<file path="src/rtl/seq_pattern_tx.sv">
// seq_pattern_tx: bit-serial pattern transmitter.
//
// Shifts PATTERN out MSB first on dout, repeated a latched number of times.
// GAP idle cycles with dout=0 may be inserted between repetitions. Every
// output is a flop. Between repetitions the line carries only zeros, so a
// non-overlapping detector on dout counts exactly one hit per repetition.
//
// Parameters:
//   PAT_W   - pattern length in bits (>= 2)
//   PATTERN - pattern value, bit PAT_W-1 is sent first
//   CNT_W   - width of the repetition count
//   GAP     - idle cycles between consecutive repetitions (0..255)
//
// Ports:
//   clk      - single clock, rising edge
//   reset_n  - asynchronous active-low reset
//   start    - request a transmission, sampled only in idle
//   count    - number of repetitions, latched when start is accepted
//   abort    - synchronous cancel while shifting or in a gap
//   dout     - serial data, 0 whenever no pattern bit is presented
//   dout_vld - high while dout carries a pattern bit
//   sop      - high on the first bit of each repetition
//   busy     - high from the first bit up to the last bit/gap cycle
//   done     - one-cycle pulse after normal completion

module seq_pattern_tx #(
  parameter int unsigned      PAT_W   = 5,
  parameter logic [PAT_W-1:0] PATTERN = 5'b11001,
  parameter int unsigned      CNT_W   = 4,
  parameter int unsigned      GAP     = 0
) (
  input  logic             clk,
  input  logic             reset_n,
  input  logic             start,
  input  logic [CNT_W-1:0] count,
  input  logic             abort,
  output logic             dout,
  output logic             dout_vld,
  output logic             sop,
  output logic             busy,
  output logic             done
);

  localparam int unsigned     IdxW   = (PAT_W > 1) ? $clog2(PAT_W) : 1;
  localparam logic [IdxW-1:0] IdxTop = IdxW'(PAT_W - 1);
  localparam logic [7:0]      GapLd  = 8'(GAP);
  localparam logic            BitTop = PATTERN[PAT_W-1];

  typedef enum logic [1:0] {
    StIdle,
    StShift,
    StGap,
    StDone
  } state_e;

  state_e           state_q;
  logic [IdxW-1:0]  idx_q;   // index of the bit currently on dout
  logic [CNT_W-1:0] rep_q;   // repetitions left, including the current one
  logic [7:0]       gap_q;   // gap cycles left, including the current one
  logic [IdxW-1:0]  idx_dn;

  always_comb begin
    idx_dn = idx_q - 1'b1;
  end

  // Output flops hold what the line shows in the cycle after each edge, so
  // every transition below also writes the outputs for the state it enters.
  always_ff @(posedge clk or negedge reset_n) begin
    if (!reset_n) begin
      state_q  <= StIdle;
      idx_q    <= '0;
      rep_q    <= '0;
      gap_q    <= '0;
      dout     <= 1'b0;
      dout_vld <= 1'b0;
      sop      <= 1'b0;
      busy     <= 1'b0;
      done     <= 1'b0;
    end else begin
      // Line idles low unless a branch below presents a bit or a gap.
      dout     <= 1'b0;
      dout_vld <= 1'b0;
      sop      <= 1'b0;
      busy     <= 1'b0;
      done     <= 1'b0;

      unique case (state_q)
        StIdle: begin
          // abort is deliberately ignored here: start wins.
          if (start) begin
            if (count != '0) begin
              state_q  <= StShift;
              rep_q    <= count;
              idx_q    <= IdxTop;
              dout     <= BitTop;
              dout_vld <= 1'b1;
              sop      <= 1'b1;
              busy     <= 1'b1;
            end else begin
              // Zero repetitions: report completion without sending anything.
              state_q <= StDone;
              done    <= 1'b1;
            end
          end
        end

        StShift: begin
          if (abort) begin
            state_q <= StIdle;
            idx_q   <= '0;
            rep_q   <= '0;
          end else if (idx_q != '0) begin
            idx_q    <= idx_dn;
            dout     <= PATTERN[idx_dn];
            dout_vld <= 1'b1;
            busy     <= 1'b1;
          end else begin
            // Last bit of this repetition is on the line now.
            rep_q <= rep_q - 1'b1;
            if (rep_q == CNT_W'(1)) begin
              state_q <= StDone;
              done    <= 1'b1;
            end else if (GAP > 0) begin
              state_q <= StGap;
              gap_q   <= GapLd;
              busy    <= 1'b1;
            end else begin
              // Back-to-back repetition.
              idx_q    <= IdxTop;
              dout     <= BitTop;
              dout_vld <= 1'b1;
              sop      <= 1'b1;
              busy     <= 1'b1;
            end
          end
        end

        StGap: begin
          if (abort) begin
            state_q <= StIdle;
            idx_q   <= '0;
            rep_q   <= '0;
            gap_q   <= '0;
          end else if (gap_q == 8'd1) begin
            state_q  <= StShift;
            gap_q    <= '0;
            idx_q    <= IdxTop;
            dout     <= BitTop;
            dout_vld <= 1'b1;
            sop      <= 1'b1;
            busy     <= 1'b1;
          end else begin
            gap_q <= gap_q - 1'b1;
            busy  <= 1'b1;
          end
        end

        StDone: begin
          state_q <= StIdle;
        end

        default: begin
          state_q <= StIdle;
        end
      endcase
    end
  end

endmodule

</file>
<file path="config.mk">
export PLATFORM = sky130hd
export DESIGN_NAME = seq_pattern_tx
export DESIGN_NICKNAME = d
export VERILOG_FILES = /design/src/rtl/seq_pattern_tx.sv
export SDC_FILE = /design/constraint.sdc
export NUM_CORES = 1
export LEC_CHECK = 0
export CORE_ASPECT_RATIO = 1.25
export CORE_UTILIZATION = 35
export CTS_CLUSTER_DIAMETER = 40
export DETAILED_ROUTE_END_ITERATION = 12
export PLACE_DENSITY = 0.61
export REMOVE_ABC_BUFFERS = 1
export SYNTH_ARGS = -nofsm -noshare
export SYNTH_HDL_FRONTEND = slang
export SYNTH_SLANG_ARGS = --single-unit
export TNS_END_PERCENT = 1
</file>
<file path="constraint.sdc">
create_clock -name clk -period 2.07 [get_ports clk]
set_input_delay 0.207 -clock clk [delete_from_list [all_inputs] [get_ports clk]]
set_output_delay 0.207 -clock clk [all_outputs]
set_load 0.03 [all_outputs]
</file>
==> results.yml, run 1 <==
drt:
  drc: 0
  drt_wl_total_mm: 2.88
  drt-pass1-iter-count: 6
  detail-route-antenna-nets: 0
  drt_iter0_drc: 38
  avgViaCountPerCell: 5.20
  wl_per_cell_um: 13.5
  via_count: 1108
pwr:
  ir_drop_mv: 0.565
  leakagePower_nw: 0.693
  power_density_mw_per_mm2: 1490
finish:
  nets: 180
  syn_to_final_growth_pct: 19.8
  drive_above_1_share_pct: 10.7
  final_util_pct: 43.7
  diodes: 0
  layout.cells.non_filler: 213
floorplanning:
  ioPinCount: 13
  coreArea_mm2: 0.00378
  rows: 25
  die-area_mm2: 0.00420
  initial_core_util_pct: 36.5
  fp.dieW_um: 58.2
  die_h_um: 72.2
timing:
  period_minus_slack_ns: 1.94
  worstMarginPinSlew_ns: 0.366
  setup_tns_ns: 0
  final_hold_viol_count: 0
  rsz0062_at_grt: "no"
  drv_slew: 0
  min_period_over_period_pct: 93.5
  max_slew_margin_pct: 75.6
  setup_viol: 0
  holdWs_ns: 0.280
  worst_clock_skew_ns: 0.00755
  fmax_ghz: 0.516
synthesis:
  synth_xor_area_share_pct: 1.27
  synth-seq-area-share_pct: 39.9
  ys_ff_latch: 22
  synth.area.mux_share_pct: 4.53
  netlist_area_mm2: 0.00138
  synth_compound_area_share_pct: 21.8
  yosys.area_share.simple_pct: 19.0
  yosys_warnings: 0
  synth_top_family_by_area: "compound AO/OA/AOI/OAI gates"
  yosys.cell_types.count: 35
  synthAdderAreaFrac_pct: 9.97
  synth.avg_cell_area_um2: 9.86
  postSynthCellCount: 140
outcome:
  status: "finished, final reports clean"
cts:
  cts_resized: 0
  cts_buffer_depth: 2
  postCtsSetupRepairBufs: 0
  clk_latency_ns: 0.27
  cts_root_buf: "clkbuf_8"
  cts_tree: "yes"
  htreeDepth: 1
  path_clk_slew_ns: 0.08
  cts_buffers: 3
  holdBufCountCts: 0
  cts.sinks: 22
critical_path:
  cp-start-kind: "flop"
  cp_slowest_stage_delay_ns: 0.45
  cp_num_buf_inv: 0
  cp_max_fo: 10
  crit_slowest_cell: "dfrtp_1"
  crit_family: "compound AO/OA/AOI/OAI gates"
  path_class: "flop to flop"
  cp.arrival_ns: 2.09
  critPathRequiredTime_ns: 2.23
  path_cells: "nor4_4 -> a31oi_4 -> a2111oi_4 -> mux2_1"
  end_kind: "flop"
placed_design:
  routabilityCongestion: 0.872
  numPortBuffers: 12
  placedCellCount: 210
  dpl.hpwl_mm: 2.19
job:
  drv_cap: 0
global_route:
  grt_pass1_vias: 1127
  grt_overflow_total: 0
  grt_pass1_wl_mm: 5.18
  grtUsageTotal_pct: 16.1
  grt_max_degree: 23
  antenna_found_initial: 0
min_path:
  hp-class: "input port to asynchronous set/reset pin"
layer usage:
metal | routed length [um] | track usage [%] | up-vias
met5 | 0 | 0 | -
met4 | 63 | 9.26 | 0
met3 | 84 | 2.32 | 6
met2 | 1430 | 26.8 | 22
met1 | 1300 | 19.6 | 529
li1 | - | - | 551
final timing paths:
path                       startpoint          to  slack, ns  cells past startpoint
min in group clk             idx_q[1]    idx_q[1]       0.50                      1
min reg2reg                  idx_q[1]    idx_q[1]       0.50                      1
max in group asynchronous     reset_n    rep_q[2]       1.56                      2
min                           reset_n    gap_q[2]       0.28                      2
max reg2reg                  gap_q[3]  state_q[0]       0.13                      4
max                          gap_q[3]  state_q[0]       0.13                      4
Yosys cell counts (all sizes together):
| library cell | instances | area (um^2) |
|---|---|---|
| a21oi | 12 | 60.1 |
| o21a | 1 | 7.51 |
| mux2 | 2 | 22.5 |
| clkbuf | 2 | 7.51 |
| nor4 | 3 | 33.8 |
| nand2b | 3 | 18.8 |
| a2111oi | 1 | 27.5 |
| or4 | 1 | 7.51 |
| o21bai | 2 | 15.0 |
| o211ai | 2 | 15.0 |
| or2 | 1 | 6.26 |
| o21ai | 5 | 25.0 |
| ha | 11 | 138 |
| nand2 | 6 | 22.5 |
| a31oi | 9 | 71.3 |
| nor3 | 4 | 20.0 |
| a31o | 1 | 8.76 |
| nand3b | 1 | 7.51 |
| nor3b | 4 | 30.0 |
| xnor2 | 2 | 17.5 |
| inv | 11 | 41.3 |
| a22o | 2 | 17.5 |
| nor2 | 7 | 26.3 |
| o22ai | 3 | 18.8 |
| a22oi | 1 | 7.51 |
| dfrtp | 22 | 551 |
| or3b | 2 | 17.5 |
| a221oi | 1 | 8.76 |
| o2bb2ai | 2 | 17.5 |
| mux2i | 4 | 40.0 |
| or2b | 3 | 22.5 |
| nor2b | 4 | 25.0 |
| nand3 | 5 | 25.0 |
registers in the layout (all words and copies together) (netlist names):
signal and flops:
gap_q 8, idx_q 3, busy 1, dout_vld 1, sop 1, rep_q 4
done 1, state_q 2, dout 1
where the power goes:
group,internal [mW],switching (mW),leakage (nW)
Combinational,0.638,0.785,0.392
Clock,0.130,0.137,0.0216
Sequential,0.612,0.167,0.279
placed cells by master (no fill, tap or decap), types with 3 or more instances in the layout:
master	netlist	final
a21oi_1	12	12
a31oi_1	8	8
buf_4	0	6
clkbuf_8	0	3
clkdlybuf4s50_1	0	12
dfrtp_1	22	22
ha_1	11	11
inv_1	11	11
mux2i_1	4	4
nand2_1	6	6
nand2b_1	3	3
nand3_1	5	5
nor2_1	7	7
nor2b_1	4	4
nor3_1	4	4
nor3b_1	4	4
o21ai_0	5	5
o22ai_1	3	3
or2b_1	3	3
final cells by class:
class / count / area [um^2]
fillers: 372 / 2130
multi-input cells: 105 / 787
flip-flops and latches: 22 / 551
repair buffers: 18 / 165
well taps: 54 / 67.6
clock buffers: 3 / 41.3
inverters: 11 / 41.3
through the flow:
stage	instance area (um^2)	worst slack [ns]	power, mW
6_report	1650	0.134	2.47
5_1_grt	1650	0.0370	2.72
4_1_cts	1650	0.0979	2.47
3_5_place_dp	1610	0.116	2.20
3_3_place_gp	1610	0.151	2.15
2_1_floorplan	1370	0.221	1.81
cells by family after synthesis:
kind of cell	after synthesis
compound gates	42
mux	6
xor+xnor	2
flops	22
fa+ha+maj	11
buf+inv	13
simple gates	44
No activity file was read; power rests on OpenSTA's default activity.
==> run 2, diff against run 1 <==
CAP_MARGIN = 10   (was unset)
CORE_UTILIZATION = 40   (was 35)
CTS_CLUSTER_DIAMETER = unset   (was 40)
PLACE_DENSITY = 0.67   (was 0.61)
==> results.yml, run 2 (synthesized netlist as in run 1, its figures left out) <==
finish:
  largest_reg_flops: 8
  nets: 180
  layout_common_cells: "22 x dfrtp_1, 12 x a21oi_1, 12 x clkdlybuf4s50_1"
  top_regs: "gap_q x8, rep_q x4, idx_q x3"
  diodes: 0
  seqCellArea_um2: 551
  syn_to_final_growth_pct: 19.9
  top_register: "gap_q"
  fillers: 306
  multiInputGateArea_um2: 781
  final_util_pct: 50.9
  final_common_cell: "dfrtp_1"
  drive_above_1_share_pct: 10.6
cts:
  cts_buffers: 3
  cts_resized: 0
  cts_tree: "yes"
  htreeDepth: 1
  cts_buffer_depth: 2
  clk_latency_ns: 0.26
  postCtsSetupRepairBufs: 0
  path_clk_slew_ns: 0.08
  cts_root_buf: "clkbuf_8"
  cts.sinks: 22
  holdBufCountCts: 0
floorplanning:
  ioPinCount: 13
  fp.dieW_um: 54.5
  die_h_um: 67.7
  die-area_mm2: 0.00369
  initial_core_util_pct: 42.4
  coreArea_mm2: 0.00325
  rows: 23
pwr:
  ir_drop_mv: 0.787
  power_density_mw_per_mm2: 1570
  leakagePower_nw: 0.704
  power_mw: 2.59
drt:
  drt_iter0_drc: 26
  detail-route-antenna-nets: 0
  drt_wl_total_mm: 2.86
  drc: 0
  avgViaCountPerCell: 5.73
  wl_per_cell_um: 14.5
  drt-pass1-iter-count: 6
  via_count: 1129
job:
  drv_cap: 0
global_route:
  top_usage_layer: "met2"
  grt_pass1_vias: 1122
  grt_pass1_wl_mm: 4.77
  grt_max_degree: 23
  grtUsageTotal_pct: 18.1
  grt_overflow_total: 0
  met3_usage_pct: 2.03
  use_met1_pct: 20.1
  antenna_found_initial: 0
  grt_use_met2_pct: 32.9
critical_path:
  end_kind: "flop"
  cp_slowest_stage_delay_ns: 0.43
  cp_num_buf_inv: 1
  path_cells: "inv_1 -> ha_1 -> or2b_1 -> a2111oi_4 -> mux2_1"
  critPathRequiredTime_ns: 2.22
  reg2reg_depth: 5
  path_class: "flop to flop"
  crit_slowest_cell: "dfrtp_1"
  cp.arrival_ns: 2.06
  crit_family: "flip-flops"
  cp-start-kind: "flop"
  crit_cells: 5
  cp_max_fo: 4
timing:
  fmax_ghz: 0.523
  setup_viol: 0
  max_slew_margin_pct: 73.5
  period_minus_slack_ns: 1.91
  setup_tns_ns: 0
  rsz0062_at_grt: "no"
  worst_clock_skew_ns: 0.00180
  min_period_over_period_pct: 92.4
  worstMarginPinSlew_ns: 0.398
  final_hold_viol_count: 0
  drv_slew: 0
placed_design:
  numPortBuffers: 12
  dpl.hpwl_mm: 2.25
  routabilityCongestion: 0.889
outcome:
  status: "finished, final reports clean"
min_path:
  hp-class: "input port to asynchronous set/reset pin"
[run 2: worst register-to-register path: cells and delay by family, from the launching register on]
family                     cells  cell delay [ns]
DFF                            1             0.43
and+or+nand+nor                1             0.30
muxes                          1             0.36
buffers and inverters          1             0.10
AOI/OAI and AO/OA              1             0.42
adders and majority gates      1             0.18
[run 2: worst paths after layout]
| path | start | to | slack (ns) |
|---|---|---|---|
| max in group asynchronous | reset_n | state_q[0] | 1.56 |
| min reg2reg | gap_q[6] | gap_q[6] | 0.52 |
| max reg2reg | idx_q[0] | state_q[0] | 0.16 |
| max | idx_q[0] | state_q[0] | 0.16 |
| min | reset_n | gap_q[5] | 0.28 |
| min in group clk | gap_q[6] | gap_q[6] | 0.52 |
[run 2: metal layers]
layer / routed length, um / share of wire, % / vias up
met5: 0 / 0 / -
met4: 51 / 1.8 / 0
met3: 61 / 2.1 / 4
met2: 1530 / 54 / 20
met1: 1210 / 42 / 548
li1: - / - / 557
[run 2: per-stage QoR]
stage                     hold WS, ns  setup slack (ns)  instances  cell area (um^2)
after floorplan               -0.0886             0.221        138              1370
after global placement          0.481             0.161        193              1580
after detailed placement        0.499             0.146        193              1580
after CTS                       0.291             0.141        197              1660
after global routing            0.328            0.0348        197              1660
final                           0.283             0.158        197              1660
[run 2: layout make-up]
cell class,instances,area share [%]
multi-input cells,105,47.2
flip-flops and latches,22,33.3
repair buffers,18,9.98
well taps,37,2.80
clock buffers,3,2.49
inverters,11,2.49
clock inverters,1,1.81
[run 2: where the power goes]
group	internal, mW	total, mW	switching [mW]
Sequential	0.612	0.783	0.171
Combinational	0.633	1.41	0.779
Clock	0.258	0.398	0.140
Total	1.50	2.59	1.09
